`src/rtl/mc_ctrl_unit.sv`:
```
// ---------------------------------------------------------------------------
// mc_ctrl_unit
//   Multi-cycle RV32I-style control unit. It sequences
//   FETCH -> DECODE -> EXEC -> (MEM) -> WB and falls into a sticky TRAP
//   state on an illegal opcode or a memory handshake timeout.
//   All control outputs are decoded from the current state and the
//   latched instruction register (IR).
//
// Ports
//   i_clk, i_rst_n     clock (rising edge), asynchronous active-low reset
//   i_instr            fetched instruction; sampled on i_mem_ack in FETCH
//   i_mem_ack          memory completion strobe (honoured in FETCH/MEM only)
//   i_br_less/equal    branch comparator results, sampled in EXEC
//   o_mem_req/we       memory request / store select
//   o_ir_en            IR/PC latch enable; pulses with the fetch ack
//   o_pc_en/o_pc_sel   PC update strobe / ALU-target select (WB)
//   o_rd_wren          register file write enable (WB)
//   o_opa_sel/opb_sel  ALU operand selects (EXEC)
//   o_alu_op           ALU operation (EXEC)
//   o_br_un            unsigned branch compare (EXEC)
//   o_data_type        00 word, 01 half, 10 byte, 11 none (MEM)
//   o_unsigned         zero-extend load (MEM)
//   o_wb_sel           00 mem, 01 ALU, 10 PC+4 (WB)
//   o_insn_vld         one-cycle retire pulse (WB)
//   o_trap/cause       sticky fault flag and its cause
//   o_retired          retired-instruction count
// ---------------------------------------------------------------------------
module mc_ctrl_unit #(
  parameter int unsigned TIMEOUT_CYC = 15,
  parameter int          CNT_W       = 32
) (
  input  logic             i_clk,
  input  logic             i_rst_n,
  input  logic [31:0]      i_instr,
  input  logic             i_mem_ack,
  input  logic             i_br_less,
  input  logic             i_br_equal,
  output logic             o_mem_req,
  output logic             o_mem_we,
  output logic             o_ir_en,
  output logic             o_pc_en,
  output logic             o_pc_sel,
  output logic             o_rd_wren,
  output logic             o_opa_sel,
  output logic             o_opb_sel,
  output logic [3:0]       o_alu_op,
  output logic             o_br_un,
  output logic [1:0]       o_data_type,
  output logic             o_unsigned,
  output logic [1:0]       o_wb_sel,
  output logic             o_insn_vld,
  output logic             o_trap,
  output logic [1:0]       o_trap_cause,
  output logic [CNT_W-1:0] o_retired
);

  typedef enum logic [2:0] {
    S_FETCH, S_DECODE, S_EXEC, S_MEM, S_WB, S_TRAP
  } state_t;

  localparam logic [6:0] OP_R     = 7'b0110011;
  localparam logic [6:0] OP_I     = 7'b0010011;
  localparam logic [6:0] OP_LUI   = 7'b0110111;
  localparam logic [6:0] OP_AUIPC = 7'b0010111;
  localparam logic [6:0] OP_LOAD  = 7'b0000011;
  localparam logic [6:0] OP_STORE = 7'b0100011;
  localparam logic [6:0] OP_BR    = 7'b1100011;
  localparam logic [6:0] OP_JAL   = 7'b1101111;
  localparam logic [6:0] OP_JALR  = 7'b1100111;

  // The wait counter holds the number of ack-less cycles already spent,
  // so the TIMEOUT_CYC-th cycle without ack is the one where it equals LAST.
  localparam logic [7:0] WAIT_LAST = 8'(TIMEOUT_CYC - 1);

  state_t           state_q, state_d;
  logic [31:0]      ir_q, ir_d;
  logic [7:0]       wait_q, wait_d;
  logic [CNT_W-1:0] retired_q, retired_d;
  logic [1:0]       cause_q, cause_d;
  logic             taken_q, taken_d;

  logic [6:0] opcode;
  logic [2:0] f3;
  logic       f7b;
  logic       is_load, is_store, is_br, is_jal, is_jalr;

  assign opcode   = ir_q[6:0];
  assign f3       = ir_q[14:12];
  assign f7b      = ir_q[30];
  assign is_load  = (opcode == OP_LOAD);
  assign is_store = (opcode == OP_STORE);
  assign is_br    = (opcode == OP_BR);
  assign is_jal   = (opcode == OP_JAL);
  assign is_jalr  = (opcode == OP_JALR);

  logic unused_ir;
  assign unused_ir = ^{ir_q[31], ir_q[29:15], ir_q[11:7]};

  // Shared R/I ALU mapping; alt selects SUB / SRA variants.
  function automatic logic [3:0] alu_map(input logic [2:0] fn3, input logic alt);
    case (fn3)
      3'b000:  alu_map = alt ? 4'b0001 : 4'b0000;
      3'b001:  alu_map = 4'b0111;
      3'b010:  alu_map = 4'b0010;
      3'b011:  alu_map = 4'b0011;
      3'b100:  alu_map = 4'b0100;
      3'b101:  alu_map = alt ? 4'b1001 : 4'b1000;
      3'b110:  alu_map = 4'b0101;
      default: alu_map = 4'b0110;
    endcase
  endfunction

  always_ff @(posedge i_clk or negedge i_rst_n) begin
    if (!i_rst_n) begin
      state_q   <= S_FETCH;
      ir_q      <= '0;
      wait_q    <= '0;
      retired_q <= '0;
      cause_q   <= 2'b00;
      taken_q   <= 1'b0;
    end else begin
      state_q   <= state_d;
      ir_q      <= ir_d;
      wait_q    <= wait_d;
      retired_q <= retired_d;
      cause_q   <= cause_d;
      taken_q   <= taken_d;
    end
  end

  always_comb begin
    state_d     = state_q;
    ir_d        = ir_q;
    wait_d      = wait_q;
    retired_d   = retired_q;
    cause_d     = cause_q;
    taken_d     = taken_q;
    o_mem_req   = 1'b0;
    o_mem_we    = 1'b0;
    o_ir_en     = 1'b0;
    o_pc_en     = 1'b0;
    o_pc_sel    = 1'b0;
    o_rd_wren   = 1'b0;
    o_opa_sel   = 1'b0;
    o_opb_sel   = 1'b0;
    o_alu_op    = 4'b0000;
    o_br_un     = 1'b0;
    o_data_type = 2'b11;
    o_unsigned  = 1'b0;
    o_wb_sel    = 2'b00;
    o_insn_vld  = 1'b0;
    o_trap      = 1'b0;

    case (state_q)
      S_FETCH: begin
        // Reset parks the FSM in FETCH; masking with i_rst_n keeps the
        // request low while reset is held instead of waiting for a clock.
        o_mem_req = i_rst_n;
        if (i_mem_ack) begin
          o_ir_en = i_rst_n;
          ir_d    = i_instr;
          state_d = S_DECODE;
        end else if (wait_q == WAIT_LAST) begin
          state_d = S_TRAP;
          cause_d = 2'b10;
        end else begin
          wait_d = wait_q + 8'd1;
        end
      end

      S_DECODE: begin
        case (opcode)
          OP_R, OP_I, OP_LUI, OP_AUIPC, OP_LOAD, OP_STORE,
          OP_BR, OP_JAL, OP_JALR: state_d = S_EXEC;
          default: begin
            state_d = S_TRAP;
            cause_d = 2'b01;
          end
        endcase
      end

      S_EXEC: begin
        case (opcode)
          OP_R: begin
            o_opb_sel = 1'b1;
            o_alu_op  = alu_map(f3, f7b);
          end
          OP_I:   o_alu_op = alu_map(f3, f7b && (f3 == 3'b101));
          OP_LUI: o_alu_op = 4'b1111;
          OP_AUIPC, OP_JAL, OP_BR: o_opa_sel = 1'b1;
          default: ;
        endcase
        if (is_br) o_br_un = f3[2] & f3[1];
        taken_d = 1'b0;
        if (is_br) begin
          case (f3)
            3'b000:  taken_d = i_br_equal;
            3'b001:  taken_d = ~i_br_equal;
            3'b100, 3'b110: taken_d = i_br_less;
            3'b101, 3'b111: taken_d = ~i_br_less;
            default: taken_d = 1'b0;
          endcase
        end
        if (is_load || is_store) begin
          state_d = S_MEM;
          wait_d  = '0;
        end else begin
          state_d = S_WB;
        end
      end

      S_MEM: begin
        o_mem_req = 1'b1;
        o_mem_we  = is_store;
        // f3[1:0] alone selects the size: LBU/LHU share it with LB/LH.
        case (f3[1:0])
          2'b00:   o_data_type = 2'b10;
          2'b01:   o_data_type = 2'b01;
          default: o_data_type = 2'b00;
        endcase
        o_unsigned = is_load & f3[2] & ~f3[1];
        if (i_mem_ack) begin
          state_d = S_WB;
        end else if (wait_q == WAIT_LAST) begin
          state_d = S_TRAP;
          cause_d = 2'b11;
        end else begin
          wait_d = wait_q + 8'd1;
        end
      end

      S_WB: begin
        o_pc_en    = 1'b1;
        o_insn_vld = 1'b1;
        retired_d  = retired_q + {{(CNT_W-1){1'b0}}, 1'b1};
        o_rd_wren  = ~(is_store | is_br);
        o_pc_sel   = is_jal | is_jalr | (is_br & taken_q);
        if (is_load)                o_wb_sel = 2'b00;
        else if (is_jal || is_jalr) o_wb_sel = 2'b10;
        else                        o_wb_sel = 2'b01;
        state_d = S_FETCH;
        wait_d  = '0;
      end

      S_TRAP: o_trap = 1'b1;

      default: state_d = S_TRAP;
    endcase
  end

  assign o_trap_cause = cause_q;
  assign o_retired    = retired_q;

endmodule

```
`config.mk`:
```
export PLATFORM = sky130hd
export DESIGN_NAME = mc_ctrl_unit
export DESIGN_NICKNAME = d
export VERILOG_FILES = /design/src/rtl/mc_ctrl_unit.sv
export SDC_FILE = /design/constraint.sdc
export NUM_CORES = 1
export LEC_CHECK = 0
export ABC_AREA = 0
export BUFFER_PORTS_ARGS = -buffer_cell sky130_fd_sc_hd__buf_2
export CORE_MARGIN = 5
export CORE_UTILIZATION = 35
export CTS_BUF_LIST = sky130_fd_sc_hd__clkbuf_4 sky130_fd_sc_hd__clkbuf_8 sky130_fd_sc_hd__clkbuf_16
export DETAILED_ROUTE_END_ITERATION = 6
export HOLD_SLACK_MARGIN = 0.06
export SYNTH_ARGS = -nofsm -noshare
export SYNTH_HDL_FRONTEND = slang
export SYNTH_SLANG_ARGS = --single-unit
```
`constraint.sdc`:
```
create_clock -name i_clk -period 3 [get_ports i_clk]
set_clock_uncertainty 0.1 [all_clocks]
set_input_delay 0.6 -clock i_clk [delete_from_list [all_inputs] [get_ports i_clk]]
set_output_delay 0.6 -clock i_clk [all_outputs]
set_load 0.1 [all_outputs]
```
# ---- After elaboration in Yosys (flattened, before gate mapping)
# Cells that the tools add are included.
dict set report op_classes {
  add_sub_neg 2
  eq_ne 31
  mux 46
  bitwise_logic 11
  n_reduce_logical 16
}
# cell n
set op_table {}
lappend op_table {{4-bit one-hot mux with 7 select lines} 2}
lappend op_table {{32-bit by 1-bit adder with 32-bit output, second input constant} 1}
lappend op_table {{8-bit two-way mux} 3}
lappend op_table {{8-bit one-hot mux with 3 select lines} 1}
lappend op_table {{7-bit by 6-bit == test with 1-bit output, second input constant} 3}
lappend op_table {{7-bit == test, second input constant} 3}
lappend op_table {{1-bit two-way mux} 19}
lappend op_table {{3-bit == test, second input constant} 6}
lappend op_table {{2-bit two-way mux} 9}
lappend op_table {{3-bit one-hot mux with 6 select lines} 1}
lappend op_table {{2-bit inequality test, second input constant} 8}
lappend op_table {{3-bit two-way mux} 5}
lappend op_table {{7-bit by 5-bit == test with 1-bit output, second input constant} 2}
lappend op_table {{3-bit by 2-bit == test with 1-bit output, second input constant} 4}
lappend op_table {{4-bit one-hot mux with 3 select lines} 1}
lappend op_table {{9-bit OR reduction} 1}
lappend op_table {{8-bit by 1-bit adder with 8-bit output, second input constant} 1}
lappend op_table {{8-bit by 4-bit == test with 1-bit output, second input constant} 1}
lappend op_table {{7-bit by 2-bit == test with 1-bit output, second input constant} 1}
lappend op_table {{3-bit by 1-bit == test with 1-bit output, second input constant} 2}
lappend op_table {{3-bit zero test} 2}
lappend op_table {{2-bit one-hot mux with 3 select lines} 1}
lappend op_table {{6-bit AND reduction} 1}
lappend op_table {{3-bit nonzero test} 2}
lappend op_table {{other kinds (15)} 26}
dict set report word_totals {
  reg_bits 77
  word_cells 112
}

# ---- Depth between registers and ports, before layout
dict set report logic_depth {
  word_depth 6
  mapped_depth 7
}

# ---- Least setup slack after synthesis
# Ideal clock, no wire load.
dict set report synth_path {
  path_type {reg2out}
  from {register state_q[1]}
  to {output port o_pc_sel}
  arrival_time_ns 3.950
  required_time_ns 2.300
  setup_slack_ns -1.650
  stages_incl_launch_ff 5
  path_buffers 2
  path_cell_list {dfrtp_1 > buf_6 > or3b_1 > clkbuf_1 > nor4_1}
}
dict set report synth_between {
  elab_chain_len 2
}
# element line
set synth_rtl {}
lappend synth_rtl {{start: declaration} 75} ;# state_t state_q, state_d;
lappend synth_rtl {{start signal: assignment} 122} ;# state_q <= state_d;
lappend synth_rtl {{3-bit == test} 154} ;# case (state_q)
lappend synth_rtl {{1-bit two-way mux} 154}
lappend synth_rtl {{end: declaration} 42} ;# output logic o_pc_sel,
# Every way passes these cells.

# ---- Worst setup path in the final report
dict set report layout_path {
  from {register ir_q[3]}
  to {output port o_alu_op[1]}
}
dict set report layout_between {
  elab_chain_len 3
  word_cells_on_any_way 5
  cone_classes {eq/ne (3); mux (2)}
}
# element line
set layout_rtl {}
lappend layout_rtl {{start: declaration} 76} ;# logic [31:0] ir_q, ir_d;
lappend layout_rtl {{start signal: assignment} 123} ;# ir_q <= ir_d;
lappend layout_rtl {{7-bit by 6-bit == test with 1-bit output / 7-bit by 5-bit == test with 1-bit output (equally long branches)} 183} ;# case (opcode)
lappend layout_rtl {{4-bit one-hot mux with 3 select lines *} 183}
lappend layout_rtl {{4-bit two-way mux *} 154}
lappend layout_rtl {{end: declaration} 46} ;# output logic [3:0] o_alu_op,
# Mark *: on every way between the ends. The rest lies on a longest branch, timed or not.

==> results.py <==
metrics = {
    "outcome": {
        "status": "finished clean",
    },
    "run": {
        "cap_viol_max_count": 0,
    },
    "cts": {
        "clock_path_buffers": 2,
        "cts_sinks": 57,
        "clockRootBuffer": "clkbuf_8",
        "cts_made_buffers": 9,
        "clk_pin_slew_worst_paths_ns": 0.07,
        "cts_tree": "done",
        "worstSkewPairLatency_ns": 0.33,
        "htreeDepth": 3,
    },
    "floorplanning": {
        "die_w_um": 105,
        "initial_core_util_pct": 36.0,
        "dieArea_um2": 11000,
        "die_y_um": 105,
        "fp-row-count": 34,
        "core_um2": 8760,
        "ioPinCount": 91,
    },
    "critical_path": {
        "start_kind": "flip-flop",
        "path_cells": "nand4bb_4, nor2_1, o21ai_0, a21oi_2, buf_2",
        "cp.required_ns": 2.30,
        "crit_slowest_cell": "dfrtp_1",
        "endpoint_kind": "output pin",
        "r2r_cells": 7,
        "worstPathArrival_ns": 2.10,
        "timing.reg2reg.setup_slack_ns": 0.61,
        "cpPeakStageDelay_ns": 0.44,
        "crit_type": "reg -> out",
        "r2r-start": "wait_q[0]",
        "worstReg2RegEnd": "wait_q[3]",
        "cp_max_fo": 6,
    },
    "synthesis": {
        "ys_top_cells_by_area": "dfrtp_1, xnor2_1, nand2_1",
        "netlist.area_leader.share_pct": 45.2,
        "synth_edf_count": 0,
        "postSynthAreaPerCell_um2": 9.56,
        "ys.flop_type": "dfrtp_1",
        "ys_types": 57,
        "yosysSeqAreaShare_pct": 45.2,
        "ys_warn_count": 0,
        "synth_seq_cells": 57,
        "synth_common_cells": "dfrtp_1, nand2_1, nor2_1, o21ai_0, xnor2_1",
        "synthCells": 330,
        "syn-num-nets": 370,
        "yosysMostFrequentCell": "dfrtp_1",
        "synthArstFlopShare_pct": 100,
        "syn_area_um2": 3150,
        "synth_top_area_cell": "dfrtp_1",
    },
    "placement": {
        "placed_cells": 501,
        "routabilityCongestion": 0.888,
        "dp_hpwl_mm": 5.71,
        "portBuffers": 69,
        "place_area_um2": 3780,
        "preCtsSetupSlack_ns": 0.401,
    },
    "sta": {
        "whs_ns": 0.363,
        "slew_headroom_pct": 54.8,
        "fmax_mhz": 358,
        "hold_viol_final": 0,
        "finalSetupViolCount": 0,
        "worst_slack_ns": 0.204,
        "period_share_pct": 93.2,
        "slew_viol_final": 0,
        "fin_crit_ns": 2.80,
        "rsz0062_at_grt": "false",
        "tightest_slew_ns": 0.678,
    },
    "power": {
        "pwr-share-clk_pct": 41.7,
        "combPwrFrac_pct": 5.2,
        "p_per_area_nw_per_um2": 375,
        "p_seq_share_pct": 53.1,
        "power_switching_uw": 385,
        "ir_drop_mv": 0.174,
        "sw_frac_of_total_pct": 25.8,
        "internal_power_mw": 1.11,
        "totalPowerFinal_mw": 1.49,
        "leakagePower_nw": 1.85,
    },
    "final_layout": {
        "instances_no_fill": 518,
        "nets": 445,
        "final_layout_size_suffix_gt1_share_pct": 31.5,
        "area_growth_pct": 26.2,
        "antenna_cells": 0,
        "finalInstanceArea_um2": 3980,
    },
    "hold_path": {
        "holdPathEnd": "o_retired[31]",
        "hp-class": "reg -> reg",
        "hold_path_depth": 1,
        "worstHoldStart": "o_retired[31]",
    },
    "global_route": {
        "grt_pass1_vias": 2675,
        "antenna_found_initial": 0,
        "grt_max_degree": 53,
        "overflow": 0,
        "grt_pass1_wl_mm": 13.2,
        "gr-usage-all-layers_pct": 14.6,
    },
    "routing": {
        "antenna_left": 0,
        "drtIter0Drc": 168,
        "drc": 0,
        "drtPass1Iterations": 4,
        "vias": 2718,
        "viasPerCell": 5.25,
        "routed_wl_mm": 7.81,
        "routedWlPerCell_um": 15.1,
    },
}
==> placed cells by master (no fill, tap or decap), drive strengths merged, types with 3 or more instances in the layout <==
master,n
xnor2,21
nand2,38
and3,7
ha,3
nand4,10
nand3,14
o31ai,4
a21oi,18
o21ai,25
nor2b,3
a31oi,3
clkbuf,14
nor2,27
nor3,6
and4,5
buf,72
xor2,11
and2,3
nor4,6
or3,4
dfrtp,57
inv,15
clkinv,4
mux2,5
==> flip-flops by register name (all words and copies together) (netlist names) <==
signal	count
o_retired	32
ir_q	11
wait_q	8
state_q	3
o_trap_cause	2
taken_q	1
==> stage by stage <==
| stage | util, % | TNS (ns) |
|---|---|---|
| 2_1_floorplan | - | -0.923 |
| 3_3_place_gp | 43.2 | 0 |
| 3_5_place_dp | 43.2 | 0 |
| 4_1_cts | 45.2 | 0 |
| 5_1_grt | 45.4 | 0 |
| 6_report | 45.4 | 0 |
==> what timing repair did <==
action                                  CTS  global route
hold endpoints to repair                  5             0
hold buffers                              1             0
gates resized for setup                   0             8
buffers inserted                          0             0
endpoints found under the setup margin    0             7
==> final cells by class <==
cell class | count | area, µm²
Multi-Input combinational cell | 245 | 1690
Tap cell | 108 | 135
Clock buffer | 10 | 131
Fill cell | 871 | 4780
Sequential cell | 57 | 1430
Timing Repair Buffer | 77 | 508
Inverter | 15 | 56.3
Clock inverter | 6 | 35.0
==> worst max path at each step <==
stage / from / end / slack, ns
final: ir_q[3] / o_alu_op[1] / 0.20
after global routing: ir_q[6] / o_alu_op[2] / 0.05
after CTS: ir_q[3] / o_unsigned / 0.01
after detailed placement: ir_q[3] / o_unsigned / 0.40
after global placement: ir_q[3] / o_unsigned / 0.40
after floorplan: state_q[1] / o_pc_sel / -0.51
==> power groups by stage <==
stage | sequential [mW] | combinational, mW | clock [mW]
6_report | 0.792 | 0.0771 | 0.622
5_1_grt | 0.793 | 0.0875 | 0.686
4_1_cts | 0.791 | 0.0774 | 0.643
3_5_place_dp | 0.806 | 0.0760 | 0
3_3_place_gp | 0.806 | 0.0741 | 0
2_1_floorplan | 0.800 | 0.0432 | 0
==> metal layers <==
layer / GRT usage, % / up-vias / share of wire, %
met5: 0 / - / 0
met1: 20.4 / 1302 / 48
met3: 4.81 / 10 / 5.9
met4: 4.38 / 0 / 1.2
met2: 21.5 / 81 / 45
li1: - / 1325 / -
==> worst max-delay path: cells and delay by family, from the launching register on <==
kind / cells / cell delay [ns]
flip-flops: 1 / 0.44
AO/OA/AOI/OAI: 2 / 0.31
AND/OR/NAND/NOR: 2 / 0.57
buffers and inverters: 1 / 0.44
==> logic make-up (layout without fill, tap and decap cells) <==
logic type                 count (synthesis)  after routing  share of synthesized area, %
adders and majority gates                  3              3                          1.19
muxes                                      5              5                          1.78
and+or+nand+nor                          137            137                          24.6
DFF                                       57             57                          45.2
AOI/OAI and AO/OA                         68             68                          14.2
xor gates and xnor gates                  32             32                          9.12
buffers and inverters                     28            108                          3.89
Note: power is estimated with default switching activity, not from simulation.
